<file path="src/rtl/control_unit_if.sv">
// Datapath control bundle between the control unit (master) and the datapath (slave).
// Carries the run/ir/mem_rdy inputs and every strobe the control unit drives.
interface control_unit_if;
    logic        run;
    logic [31:0] ir;
    logic        mem_rdy;
    logic [15:0] gpr_in;
    logic [15:0] gpr_out;
    logic        pc_out;
    logic        pc_in;
    logic        inc_pc;
    logic        mar_in;
    logic        mdr_in;
    logic        mdr_out;
    logic        read;
    logic        ir_in;
    logic        y_in;
    logic        z_in;
    logic        z_low_out;
    logic        z_high_out;
    logic        hi_in;
    logic        hi_out;
    logic        lo_in;
    logic        lo_out;
    logic [3:0]  alu_op;
    logic        halted;

    modport master (
        input  run, ir, mem_rdy,
        output gpr_in, gpr_out, pc_out, pc_in, inc_pc, mar_in, mdr_in, mdr_out,
               read, ir_in, y_in, z_in, z_low_out, z_high_out,
               hi_in, hi_out, lo_in, lo_out, alu_op, halted
    );

    modport slave (
        output run, ir, mem_rdy,
        input  gpr_in, gpr_out, pc_out, pc_in, inc_pc, mar_in, mdr_in, mdr_out,
               read, ir_in, y_in, z_in, z_low_out, z_high_out,
               hi_in, hi_out, lo_in, lo_out, alu_op, halted
    );
endinterface

</file>
<file path="src/rtl/control_unit.sv">
// Hardwired fetch/execute sequencer for three-register ALU ops (and, or, add, sub).
// Define CU_MEM_WAIT_EN to make T1 hold until mem_rdy; otherwise T1 is a single cycle.
module control_unit (
    input  logic           clk,
    input  logic           reset_n,
    control_unit_if.master cu
);
    typedef enum logic [2:0] {
        IDLE = 3'd0,
        T0   = 3'd1,
        T1   = 3'd2,
        T2   = 3'd3,
        T3   = 3'd4,
        T4   = 3'd5,
        T5   = 3'd6,
        HALT = 3'd7
    } state_t;

    state_t     state_reg;
    logic [4:0] op;
    logic [3:0] ra;
    logic [3:0] rb;
    logic [3:0] rc;
    logic       op_ok;
    logic [3:0] op_alu;

    assign op = cu.ir[31:27];
    assign ra = cu.ir[26:23];
    assign rb = cu.ir[22:19];
    assign rc = cu.ir[18:15];

    always_comb begin
        op_ok  = 1'b1;
        op_alu = 4'b0000;
        case (op)
            5'b01001: op_alu = 4'b0000;
            5'b01010: op_alu = 4'b0001;
            5'b00011: op_alu = 4'b0010;
            5'b00100: op_alu = 4'b0011;
            default:  op_ok  = 1'b0;
        endcase
    end

    always_ff @(posedge clk or negedge reset_n) begin
        if (!reset_n) begin
            state_reg <= IDLE;
        end else begin
            case (state_reg)
                IDLE: if (cu.run) state_reg <= T0;
                T0:   state_reg <= T1;
`ifdef CU_MEM_WAIT_EN
                T1:   if (cu.mem_rdy) state_reg <= T2;
`else
                T1:   state_reg <= T2;
`endif
                T2:   state_reg <= T3;
                T3:   state_reg <= op_ok ? T4 : HALT;
                T4:   state_reg <= T5;
                T5:   state_reg <= cu.run ? T0 : IDLE;
                HALT: state_reg <= HALT;
                default: state_reg <= IDLE;
            endcase
        end
    end

`ifdef CU_MEM_WAIT_EN
    logic unused_ok;
    assign unused_ok = 1'b1;
`else
    logic unused_ok;
    assign unused_ok = cu.mem_rdy;
`endif

    // Outputs follow state asynchronously, so an async reset clears them at once.
    always_comb begin
        cu.gpr_in    = 16'h0000;
        cu.gpr_out   = 16'h0000;
        cu.pc_out    = 1'b0;
        cu.inc_pc    = 1'b0;
        cu.mar_in    = 1'b0;
        cu.mdr_in    = 1'b0;
        cu.mdr_out   = 1'b0;
        cu.read      = 1'b0;
        cu.ir_in     = 1'b0;
        cu.y_in      = 1'b0;
        cu.z_in      = 1'b0;
        cu.z_low_out = 1'b0;
        cu.alu_op    = 4'b0000;
        cu.halted    = 1'b0;
        case (state_reg)
            T0: begin
                cu.pc_out = 1'b1;
                cu.mar_in = 1'b1;
                cu.inc_pc = 1'b1;
            end
            T1: begin
                cu.read   = 1'b1;
                cu.mdr_in = 1'b1;
            end
            T2: begin
                cu.mdr_out = 1'b1;
                cu.ir_in   = 1'b1;
            end
            T3: begin
                if (op_ok) begin
                    cu.gpr_out = 16'h0001 << rb;
                    cu.y_in    = 1'b1;
                end
            end
            T4: begin
                cu.gpr_out = 16'h0001 << rc;
                cu.z_in    = 1'b1;
                cu.alu_op  = op_alu;
            end
            T5: begin
                cu.gpr_in    = 16'h0001 << ra;
                cu.z_low_out = 1'b1;
            end
            HALT: cu.halted = 1'b1;
            default: ;
        endcase
    end

    // Datapath strobes not used by the supported op set are tied low.
    assign cu.pc_in      = 1'b0;
    assign cu.z_high_out = 1'b0;
    assign cu.hi_in      = 1'b0;
    assign cu.hi_out     = 1'b0;
    assign cu.lo_in      = 1'b0;
    assign cu.lo_out     = 1'b0;
endmodule
</file>
<file path="src/flat_wrapper.sv">
// flat-port wrapper written by rule: the top's interface ports become plain ports
module control_unit_flat 
  (clk, reset_n, cu_run, cu_ir, cu_mem_rdy, cu_gpr_in, cu_gpr_out, cu_pc_out, cu_pc_in, cu_inc_pc, cu_mar_in, cu_mdr_in, cu_mdr_out, cu_read, cu_ir_in, cu_y_in, cu_z_in, cu_z_low_out, cu_z_high_out, cu_hi_in, cu_hi_out, cu_lo_in, cu_lo_out, cu_alu_op, cu_halted);
  control_unit_if cu_i ();
  input  logic clk;
  input  logic reset_n;
  input wire logic [$bits(cu_i.run)-1:0] cu_run;
  input wire logic [$bits(cu_i.ir)-1:0] cu_ir;
  input wire logic [$bits(cu_i.mem_rdy)-1:0] cu_mem_rdy;
  output wire logic [$bits(cu_i.gpr_in)-1:0] cu_gpr_in;
  output wire logic [$bits(cu_i.gpr_out)-1:0] cu_gpr_out;
  output wire logic [$bits(cu_i.pc_out)-1:0] cu_pc_out;
  output wire logic [$bits(cu_i.pc_in)-1:0] cu_pc_in;
  output wire logic [$bits(cu_i.inc_pc)-1:0] cu_inc_pc;
  output wire logic [$bits(cu_i.mar_in)-1:0] cu_mar_in;
  output wire logic [$bits(cu_i.mdr_in)-1:0] cu_mdr_in;
  output wire logic [$bits(cu_i.mdr_out)-1:0] cu_mdr_out;
  output wire logic [$bits(cu_i.read)-1:0] cu_read;
  output wire logic [$bits(cu_i.ir_in)-1:0] cu_ir_in;
  output wire logic [$bits(cu_i.y_in)-1:0] cu_y_in;
  output wire logic [$bits(cu_i.z_in)-1:0] cu_z_in;
  output wire logic [$bits(cu_i.z_low_out)-1:0] cu_z_low_out;
  output wire logic [$bits(cu_i.z_high_out)-1:0] cu_z_high_out;
  output wire logic [$bits(cu_i.hi_in)-1:0] cu_hi_in;
  output wire logic [$bits(cu_i.hi_out)-1:0] cu_hi_out;
  output wire logic [$bits(cu_i.lo_in)-1:0] cu_lo_in;
  output wire logic [$bits(cu_i.lo_out)-1:0] cu_lo_out;
  output wire logic [$bits(cu_i.alu_op)-1:0] cu_alu_op;
  output wire logic [$bits(cu_i.halted)-1:0] cu_halted;
  assign cu_i.run = cu_run;
  assign cu_i.ir = cu_ir;
  assign cu_i.mem_rdy = cu_mem_rdy;
  assign cu_gpr_in = cu_i.gpr_in;
  assign cu_gpr_out = cu_i.gpr_out;
  assign cu_pc_out = cu_i.pc_out;
  assign cu_pc_in = cu_i.pc_in;
  assign cu_inc_pc = cu_i.inc_pc;
  assign cu_mar_in = cu_i.mar_in;
  assign cu_mdr_in = cu_i.mdr_in;
  assign cu_mdr_out = cu_i.mdr_out;
  assign cu_read = cu_i.read;
  assign cu_ir_in = cu_i.ir_in;
  assign cu_y_in = cu_i.y_in;
  assign cu_z_in = cu_i.z_in;
  assign cu_z_low_out = cu_i.z_low_out;
  assign cu_z_high_out = cu_i.z_high_out;
  assign cu_hi_in = cu_i.hi_in;
  assign cu_hi_out = cu_i.hi_out;
  assign cu_lo_in = cu_i.lo_in;
  assign cu_lo_out = cu_i.lo_out;
  assign cu_alu_op = cu_i.alu_op;
  assign cu_halted = cu_i.halted;
  control_unit u_core (.clk(clk), .reset_n(reset_n), .cu(cu_i));
endmodule
</file>
<file path="config.mk">
export PLATFORM = sky130hd
export DESIGN_NAME = control_unit_flat
export DESIGN_NICKNAME = d
export VERILOG_FILES = /design/src/rtl/control_unit_if.sv /design/src/rtl/control_unit.sv /design/src/flat_wrapper.sv
export SDC_FILE = /design/constraint.sdc
export NUM_CORES = 1
export LEC_CHECK = 0
export ABC_AREA = 1
export ABC_CLOCK_PERIOD_IN_PS = 2200
export CORE_MARGIN = 1.5
export CORE_UTILIZATION = 33
export CTS_BUF_LIST = sky130_fd_sc_hd__clkbuf_8
export DETAILED_ROUTE_END_ITERATION = 16
export PLACE_DENSITY = 0.84
export SETUP_SLACK_MARGIN = 0.15
export SLEW_MARGIN = 30
export SYNTH_ARGS = -nofsm -noshare
export SYNTH_HDL_FRONTEND = slang
export SYNTH_SLANG_ARGS = --single-unit
</file>
<file path="constraint.sdc">
create_clock -name clk -period 2.2 [get_ports clk]
set_clock_uncertainty 0.15 [all_clocks]
set_input_delay 0.66 -clock clk [delete_from_list [all_inputs] [get_ports clk]]
set_output_delay 0.66 -clock clk [all_outputs]
set_load 0.1 [all_outputs]
</file>
==> run metrics, run 1 <==
Horiz. Die Dim 58.6 um; Synth Instances 181; sequential area share after synthesis 7.36%; ys async rst share 100%; gpl congestion 0.838; Synth area leader nand2_1; Std-Cell Rows 19; failing step detailed placement (3_5_place_dp); DPL Wire Length 5.11 mm; Initial Util 35.7%; ranking of synthesized cells by area nand2_1 15%, nor2_1 14%, nand3_1 13%; Main synth FF type dfrtp_1; Synthesis Warnings 0; syn_area_per_cell 5.63 um2; # port buffers 64; status did not finish; Log Error [ERROR DPL-0033] detailed placement checks failed during check placement.; Synth Register Bits 3; Die H 58.6 um; Synth cell types 21; EDFF count, synth 0; io pins 89; Syn Std Cell Area 1020 um2; top cell type's share of synthesized area 14.7%
Yosys cell counts, types with 3 or more instances:
cell     number
a21oi_1       4
buf_4        13
dfrtp_1       3
inv_1        17
nand2_1      40
nand2_4       3
nand3_1      27
nand3_2      11
nor2_1       37
nor3_1        9
cells by family after synthesis:
kind of cell    share of synthesized area (%)
other cells                             0.368
buf+inv                                  21.8
compound gates                           2.94
simple gates                             67.5
flops                                    7.36
stage by stage:
stage	instance area (um2)	std cells	setup WS (ns)	hold WS, ns	TNS, ns
global placement	2810	283	-0.761	0.485	-20.10
floorplan	1710	188	-0.508	0.214	-11.79
==> run 2, diff against run 1 <==
--- a/config.mk
+++ b/config.mk
@@ -8,11 +8,9 @@
 export ABC_AREA = 1
 export ABC_CLOCK_PERIOD_IN_PS = 2200
 export CORE_MARGIN = 1.5
-export CORE_UTILIZATION = 33
-export CTS_BUF_LIST = sky130_fd_sc_hd__clkbuf_8
+export CORE_UTILIZATION = 20
 export DETAILED_ROUTE_END_ITERATION = 16
-export PLACE_DENSITY = 0.84
-export SETUP_SLACK_MARGIN = 0.15
+export PLACE_DENSITY_LB_ADDON = 0.15
 export SLEW_MARGIN = 30
 export SYNTH_ARGS = -nofsm -noshare
 export SYNTH_HDL_FRONTEND = slang
==> run 2 against run 1 <==
  * The flow now finishes, with violations (negative setup slack)
  * Synthesized area unchanged
  * Synthesized cell count unchanged
==> run metrics, run 2 <==
ranking of synthesized cells by area nand2_1 15%, nor2_1 14%, nand3_1 13% (unchanged); Std-Cell Rows 25 (was 19); pin count of the biggest net entering global routing 9; Synth Register Bits 3 (unchanged); ys async rst share 100% (unchanged); status complete, but fails checks (was did not finish); Hold Vio Cnt, Final 0; root buffer cell clkbuf_8; Max clock buf depth 2; Die H 74.4 um (was 58.6 um); clock-pin slew on the worst setup and hold paths 0.03 ns; hold crit path type in2async; Final Cycle Share 113%; Initial Util 21.2% (was 35.7%); fmax 0.401 GHz; io pins 89 (unchanged); fill cell count 287; Tmin final 2.49 ns; die area 5540 um2; Multi-input gate area 1910 um2; Layout Nets 319; Synthesis Warnings 0 (unchanged); vias in the first global route 1,612; R2R Setup Slk 0.77 ns; cell area power density 717 nW/um2; core area 4820 um2; Final setup viols 42; Synth Instances 181 (unchanged); GR Overflow Total 0; Synth area leader nand2_1 (unchanged); Horiz. Die Dim 74.4 um (was 58.6 um); number of diodes 0; Area Overhead vs Synth 265%; via count 1,574; gpl congestion 0.789 (was 0.838); H-tree depth 1; Setup TNS -7.12 ns; top cells by instance count after synthesis 40 x nand2_1, 37 x nor2_1, 27 x nand3_1 (unchanged); Crit. End Element primary output; sequential area share after synthesis 7.36% (unchanged); Avg Vias per Cell 4.51; EDFF count, synth 0 (unchanged); drt wl/cell 14.0 um; most frequent cells in the layout 50 x buf_12, 37 x nor2_4, 25 x nand2_8; Setup WS post-layout -0.292 ns; Setup crit start cu_ir[28]; count leader, synth nand2_1 (unchanged); total CTS buffers 3; syn_area_per_cell 5.63 um2 (unchanged); Critical Path AT 1.68 ns; Routed Wire Length 4.88 mm; Sink Count 3; reg2reg end u_core.state_reg[1]; WHS 0.486 ns; top cell type's share of synthesized area 14.7% (unchanged); Main synth FF type dfrtp_1 (unchanged); Clock Latency Late Sink 0.22 ns; register area 77.6 um2; CP Max Fanout 8; failing checks negative setup slack; cells on worst reg2reg path 7; number of hold buffers added after CTS 0; initial antenna violation count 0; Syn Std Cell Area 1020 um2 (unchanged); critical path startpoint category input pin; max-slew violations 0; Antenna Violating Nets Remaining 0; R2R Path Start u_core.state_reg[1]; Req. time, crit path 1.39 ns; CTS tree built; Max-cap violations 0; number of DRC markers in iteration 0 47; TritonRoute pass-1 iters 3; share of post-route cells with drive strength above 1 89.7%; global-route wire length before repair 7.85 mm; Synth cell types 21 (unchanged); Residual DRC 0; DPL Wire Length 3.15 mm (was 5.11 mm); Leakage 1.36 nW; Crit Path Class in2out; Tot GR Track Use 18.1%; commonest non-fill, non-tap cell in the layout buf_12; # port buffers 64 (unchanged); maximum VDD drop 0.903 mV; unrepaired setup endpoints after global routing true
## run 2: how the worst max path moves through the flow
stage,slack [ns],cells past startpoint,endpoint
finish,-0.29,9,cu_gpr_out[8]
detailed placement,-0.78,8,cu_gpr_out[10]
global route,-0.35,9,cu_gpr_out[8]
CTS,-0.28,9,cu_gpr_out[8]
global placement,-0.77,8,cu_gpr_out[5]
floorplan,-0.51,5,cu_gpr_in[0]
## run 2: area by class of cell
cell class	instances	share of cell area, %
Clock buffer	4	1.21
Inverter	20	3.03
Multi-Input combinational cell	150	51.2
Sequential cell	3	2.09
Tap cell	67	2.25
Timing Repair Buffer	105	40.2
## run 2: routing by layer
layer	vias up	share of wire (%)	global-route usage, %
li1	773	-	-
met1	749	37	21.8
met2	46	58	35.0
met3	6	3.6	1.22
met4	0	1.1	3.64
met5	-	0	0
## run 2: worst max-delay path: stages
cell and delay (ns):
buf_8 0.10, nand2_1 0.06, inv_1 0.04, nor2_2 0.13
nand2_4 0.13, nand2_8 0.18, nand3_4 0.12, nand2_8 0.09
buf_12 0.16
## run 2: report_power, final
part | total [mW] | switching [mW] | internal (mW)
combinational | 2.38 | 1.49 | 0.887
clock | 0.161 | 0.0375 | 0.124
sequential | 0.133 | 0.0436 | 0.0890
total | 2.67 | 1.57 | 1.10
## run 2: metrics by stage
step	cell area [um2]	total power [mW]	utilization [%]	std cells	setup WS, ns
floorplan	1710	1.48	-	188	-0.508
global placement	2920	2.09	60.7	326	-0.775
detailed placement	2920	2.10	60.7	326	-0.781
CTS	3610	2.53	74.9	344	-0.276
global route	3720	2.78	77.2	349	-0.350
finish	3720	2.67	77.2	349	-0.292
## run 2: timing repair
action,4_1_cts,5_1_grt
cloned,1,0
resized for setup,203,26
endpoints found under the setup margin,44,44
pin swaps,66,26
buffers inserted,13,8
## run 2: cells by family after synthesis
kind of cell,after synthesis,share of synthesized area [%]
AOI/OAI and AO/OA,6,2.94
other,1,0.368
DFF,3,7.36
and+or+nand+nor,135,67.5
buffers and inverters,36,21.8
No activity file was read; power rests on OpenSTA's default activity.
